## config.mk

```make
export PLATFORM = sky130hd
export DESIGN_NAME = tanh4_in_quantizer
export DESIGN_NICKNAME = d
export VERILOG_FILES = /design/src/rtl/tanh4_in_quantizer.sv
export SDC_FILE = /design/constraint.sdc
export NUM_CORES = 1
export LEC_CHECK = 0
export BUFFER_PORTS_ARGS = -buffer_cell sky130_fd_sc_hd__buf_2
export CORE_ASPECT_RATIO = 0.8
export CORE_MARGIN = 8
export CORE_UTILIZATION = 50
export DETAILED_ROUTE_END_ITERATION = 10
export GPL_TIMING_DRIVEN = 0
export PLACE_DENSITY = 0.75
export SLEW_MARGIN = 20
export SYNTH_ARGS = -nofsm -noshare
export SYNTH_HDL_FRONTEND = slang
export SYNTH_SLANG_ARGS = --single-unit
```

## constraint.sdc

```tcl
create_clock -name clk -period 6.1 [get_ports clk]
set_input_delay 0.915 -clock clk [delete_from_list [all_inputs] [get_ports clk]]
set_output_delay 0.915 -clock clk [all_outputs]
set_load 0.005 [all_outputs]
```

## src/rtl/tanh4_in_quantizer.sv

```systemverilog
// tanh4_in_quantizer: round/shift/saturate accumulator words to a 4-bit code
// and buffer them in a 2-entry skid FIFO ahead of the tanh stage.
module tanh4_in_quantizer #(
   parameter int ACC_W = 16,
   parameter int SHIFT = 8,
   parameter int CNT_W = 16
) (
   input  logic             clk,
   input  logic             rst_n,
   input  logic             s_valid,
   output logic             s_ready,
   input  logic [ACC_W-1:0] s_data,
   output logic             m_valid,
   input  logic             m_ready,
   output logic [3:0]       m_code,
   output logic             m_sat,
   input  logic             sat_clr,
   output logic [CNT_W-1:0] sat_cnt
);
   typedef enum logic [1:0] {EMPTY, ONE, TWO} state_t;
   localparam logic [ACC_W:0] HALF = (ACC_W+1)'(1) << (SHIFT-1);
   state_t state_q, state_d;
   logic [4:0] head_q, head_d, tail_q, tail_d, ent;
   logic [CNT_W-1:0] cnt_q, cnt_d;
   logic signed [ACC_W:0] sum;
   logic [ACC_W:0] r;
   logic hi, lo, acc, xfer;
   // One guard bit keeps the half-up rounding add from wrapping at the top of range.
   always_comb begin
      sum = $signed({s_data[ACC_W-1], s_data} + HALF);
      r   = sum >>> SHIFT;
      hi  = !r[ACC_W] && (r[ACC_W-1:3] != '0);
      lo  = r[ACC_W] && !(&r[ACC_W-1:3]);
      ent = hi ? 5'b1_0111 : lo ? 5'b1_1000 : {1'b0, r[3:0]};
   end
   assign s_ready = state_q != TWO;
   assign m_valid = state_q != EMPTY;
   assign m_code  = head_q[3:0];
   assign m_sat   = head_q[4];
   assign sat_cnt = cnt_q;
   assign acc     = s_valid && s_ready;
   assign xfer    = m_valid && m_ready;
   always_comb begin
      state_d = state_q;
      head_d  = head_q;
      tail_d  = tail_q;
      case (state_q)
         EMPTY: if (acc) begin
            state_d = ONE;
            head_d  = ent;
         end
         ONE: begin
            if (acc && xfer) head_d = ent;
            else if (acc) begin
               state_d = TWO;
               tail_d  = ent;
            end else if (xfer) state_d = EMPTY;
         end
         default: if (xfer) begin
            state_d = ONE;
            head_d  = tail_q;
         end
      endcase
      cnt_d = sat_clr ? CNT_W'(acc && ent[4]) :
              (acc && ent[4] && !(&cnt_q)) ? cnt_q + 1'b1 : cnt_q;
   end
   always_ff @(posedge clk or negedge rst_n) begin
      if (!rst_n) begin
         state_q <= EMPTY;
         head_q  <= '0;
         tail_q  <= '0;
         cnt_q   <= '0;
      end else begin
         state_q <= state_d;
         head_q  <= head_d;
         tail_q  <= tail_d;
         cnt_q   <= cnt_d;
      end
   end
endmodule

```

After elaboration in Yosys (flattened, before gate mapping)
Index checks and enable logic that the tools add are counted.
W data, S select, Z words.

cells by class
  add/sub/neg operators = 2
  eq/ne operators = 6
  multiplexer cells = 14
  bitwise gates (word level) = 1
  reduce and logical (&&, ||, !) cells = 20

operators by type and width
  operator                 number
  $mux W16                 2
  $mux W5                  5
  $add A16 B9 Y17 const B  1
  $add A16 B1 Y16 const B  1
  $reduce_and A16 Y1       1
  $reduce_bool A13 Y1      1
  $mux W2                  5
  $pmux W5 S2              1
  $ne A2 B2 Y1 const B     4
  $logic_and A1 B1 Y1      7
  $reduce_and A3 Y1        2
  $reduce_and A6 Y1        1
  $pmux W2 S2              1
  $reduce_and A4 Y1        1
  $reduce_bool A2 Y1       2
  $logic_not A1 Y1         3
  $ne A3 B3 Y1 const B     1
  $reduce_bool A3 Y1       1
  $eq A2 B1 Y1 const B     1
  $logic_not A2 Y1         1
  $not A1 Y1               1

storage, ports and cells
  register bits after elaboration = 28
  input bits = 21

Longest topological paths before layout
  depth in word-level cells = 10
  depth in mapped cells = 9
  gate-level depth less buffers = 7

Worst setup path after synthesis
Ideal clock, no wire load.

  path kind = input port to flip-flop
  start point = in s_data[7]
  end point = reg cnt_q[7] (netlist: sat_cnt[7])
  library setup time = 0.125 ns
  arrival time = 2.634 ns
  data required time = 5.975 ns
  path slack = 3.341 ns
  stages = 9
  buffers on the path = 2
  path through = ha_1 buf_2 nand2b_1 o32ai_1 a211oi_2 nor4b_4 buf_6 nor3_1 mux2_4

between the ends
  word-level cells in the longest chain between the ends = 9
  elaborated cells between the ends (all ways) = 12

RTL lines
  element                                line  source
  start, declared                        12    input logic [ACC_W-1:0] s_data,
  $add A16 B9 Y17 *                      30    sum = $signed({s_data[ACC_W-1], s_data} + HALF);
  $reduce_and A6 Y1                      33    lo = r[ACC_W] && !(&r[ACC_W-1:3]);
  $logic_not A1 Y1                       33
  $logic_and A1 B1 Y1                    33
  $mux W5                                34    ent = hi ? 5'b1_0111 : lo ? 5'b1_1000 : {1'b0, r[3:0]};
  $mux W5 *                              34
  $logic_and A1 B1 Y1 * (2 in a row)     65    (acc && ent[4] && !(&cnt_q)) ? cnt_q + 1'b1 : cnt_q;
  $reduce_bool A2 Y1 (no source line) *  --
  end signal, assigned                   77    cnt_q <= cnt_d;
  end, declared                          24    logic [CNT_W-1:0] cnt_q, cnt_d;

Every way passes the cells marked *; elsewhere a longest branch is shown, timed or not.
A chain may end at the register's enable or synchronous reset.

Worst setup path after layout
Ends and elaborated chain as after synthesis.

==> key figures <==
Outcome
  – Outcome: complete, no violations

Detailed routing
  – Drt wl/cell: around 16 um
  – Number of detailed-routing iterations run before antenna repair: 4
  – Vias per inst: 6.05
  – DRC viols: 0
  – Routed vias: ~1700
  – Violation count after the first detailed-routing iteration: between 70 and 80
  – Antenna-violating nets left: 0
  – Final wirelength: approximately 4500 um

Setup path
  – CP required: about 6.3 ns
  – Slowest cell on crit path: o22ai_2
  – CP dominant cell by count: buf_2
  – Nature of the critical path endpoint: flop
  – Class of the most critical setup path: input pin to flop
  – Kind of start point of the critical path: input pin
  – Delay of the slowest critical-path stage: between 0.3 and 0.4 ns
  – Crit path max fanout: 10
  – List of cells traversed by the critical path: buf_2 > ha_1 > buf_2 > nand3_1 > nor4b_1 > o22ai_2 > nand3b_1 > clkbuf_1 > nor3_1 > mux2_4
  – Arrival @ worst endpoint: roughly 3.0 ns

Place
  – IO Port Bufs: 32
  – Half-perimeter wire length of the detailed placement result: between 3000 and 4000 um
  – Post-DP Area: between 2000 and 2500 um^2
  – Placer's final routability congestion estimate: slightly below 0.8

STA
  – Setup total negative slack: 0 ns
  – Final period demand of the worst path: around 2.9 ns
  – Highest attainable clock frequency: between 300 and 400 MHz
  – Tightest Pin Transition: 0.629 ns
  – Maximum clock skew at final layout: between 0.003 and 0.004 ns
  – Period utilization: 0.470
  – Worst slew margin relative to its limit: 0.581
  – Final hold vios: 0
  – Count of pins over their slew limit: 0
  – Setup violators final: 0
  – Unrepaired setup endpoints after global routing: false

Cells and area
  – Design area: about 2100 um^2
  – Ant diodes: 0
  – Net total in the final layout: roughly 260
  – Most common cell after layout, fill and taps aside: buf_2
  – Layout cells sized above 1: 0.236
  – Fillers: 310
  – Most frequent cells in the layout: buf_2, dfrtp_1, a21oi_1, nand2_1, o21ai_0
  – Synthesis-to-layout area growth: 14.1%

Power
  – Worst IR Drop VDD: roughly 0.15 mV
  – Static power due to leakage: around 0.9 nW
  – Power per Cell Area: 210 nW/um^2

Global routing
  – Wire length of the first global-routing pass: 7900 um
  – Total Routing Usage GR: 0.157
  – Vias in the first global route: between 1500 and 2000
  – Largest net degree at the start of global routing: 29
  – Antenna violations before repair: 0
  – Remaining global-route overflow: 0

Logic synthesis
  – Post-synthesis instance total: slightly below 200
  – Cell taking the most area after synthesis: dfrtp_1
  – Netlist area before placement: ~1800 um^2
  – Top FF cell, synth: dfrtp_1
  – Area share of the leading cell type in the synthesized netlist: 0.388
  – Number of distinct library cell variants in the gate-level netlist after synthesis: 50
  – Async S/R FF share, synth: 1.00
  – Mean instance size in the synthesized netlist: 9.11 um^2
  – Sequential share of the synthesized area: 0.388
  – Ranking of synthesized cells by area: dfrtp_1, a21oi_1, o21ai_0
  – Number of enable flip-flop cells after synthesis: 0
  – Mapped Nets: between 200 and 250
  – Flops & latches, synth: 28
  – Synth warn: 0

Floorplan
  – Total number of placement rows: 19
  – Die footprint: about 5800 um^2
  – Core Footprint: 3450 um^2
  – Starting density of the core: 0.523
  – Die boundary width: 83.2 um
  – Die Y-Extent: between 60 and 70 um
  – Count of boundary I/O pins: 44

CTS
  – Number of gates given a new drive strength after cts: 0
  – Clock tree from TritonCTS: built
  – Count of hold-fix buffers inserted at cts: 0
  – Number of buffers created by CTS: 3
  – H-tree lvl count: 1
  – CTS clock-pin slew for the worst setup and hold paths: approximately 0.09 ns
  – CTS root buf: clkbuf_8
  – Clock tree sinks: 28
  – Skew-Pair Late Insertion Delay: 0.27 ns
  – Buffer levels on the longest clock path: 2
  – Postcts setup bufs: 0

Hold path
  – Class of the tightest hold or removal check: flop to flop

Job
  – Count of maximum capacitance violations: 0
## worst paths after layout
path                                             start                      end  slack, ns  cells after the start
worst max-delay path                         s_data[7]   sat_cnt[7]$_DFFE_PN0P_       3.24                     10
worst min-delay path             head_q[3]$_DFFE_PN0P_    head_q[3]$_DFFE_PN0P_       0.48                      2
worst max register to register  sat_cnt[0]$_DFFE_PN0P_   sat_cnt[7]$_DFFE_PN0P_       3.66                      8
worst min register to register   head_q[3]$_DFFE_PN0P_    head_q[3]$_DFFE_PN0P_       0.48                      2
max in group asynchronous                        rst_n    head_q[2]$_DFFE_PN0P_       5.04                      1
min in group asynchronous                        rst_n  sat_cnt[14]$_DFFE_PN0P_       0.65                      1
## power breakdown
part | leakage [nW] | switching [mW] | internal, mW
registers | 0.366 | 0.0163 | 0.212
logic | 0.511 | 0.0559 | 0.0493
clock network | 0.0216 | 0.0542 | 0.0443
total | 0.899 | 0.126 | 0.306
## logic make-up after synthesis
logic type / count (synthesis) / share of synthesized area
muxes: 5 / 0.0333
and+or+nand+nor: 81 / 0.272
AOI/OAI and AO/OA: 61 / 0.224
adders and majority gates: 2 / 0.0139
xor gates and xnor gates: 3 / 0.0146
DFF: 28 / 0.388
buffers and inverters: 18 / 0.0541
## critical path: cells and delay by family
| family | cells | cell delay (ns) |
|---|---|---|
| and+or+nand+nor | 4 | 0.74 |
| adders and majority gates | 1 | 0.14 |
| muxes | 1 | 0.33 |
| buffers and inverters | 3 | 0.54 |
| AOI/OAI and AO/OA | 1 | 0.36 |
## metrics by stage
step	setup slack [ns]	hold slack (ns)	power [mW]	std cells	utilization
final	3.24	0.484	0.433	275	0.597
after detailed placement	2.92	0.473	0.339	272	0.585
after CTS	3.21	0.494	0.439	275	0.597
after global placement	2.98	0.460	0.335	272	0.585
after global routing	2.98	0.521	0.461	275	0.597
after floorplan	3.34	0.443	0.296	198	-
## state kept, by name, indices dropped and copies added, names as in the netlist
| name | count |
|---|---|
| head_q | 5 |
| sat_cnt | 16 |
| state_q | 2 |
| tail_q | 5 |
## metal layers
layer,track usage,wire (um),share of wire,vias to the layer above
li1,-,-,-,821
met1,0.206,2160,0.48,796
met2,0.248,2040,0.45,44
met3,0.0434,230,0.051,4
met4,0.0350,46,0.010,0
met5,0,0,0,-
## Yosys cell counts (4+ instances only)
master / count
nand4_1: 9
or3_1: 6
mux2_2: 4
o21ai_0: 13
nor2_1: 7
nand3_1: 6
and3_1: 7
or4_1: 8
dfrtp_1: 28
nand2_1: 16
o31ai_1: 8
o22a_1: 4
a21oi_1: 21
clkbuf_1: 6
nand2b_1: 4
## area by class of cell
cell class / count / area, um^2 / share of cell area
timing repair buffer: 32 / 160 / 0.0778
multi-input combinational: 152 / 1010 / 0.489
buffer: 16 / 90.1 / 0.0438
sequential: 28 / 701 / 0.340
clock buffer: 3 / 41.3 / 0.0201
tap: 42 / 52.6 / 0.0255
inverter: 2 / 7.51 / 0.00365
(Power assumes the default switching activity.)
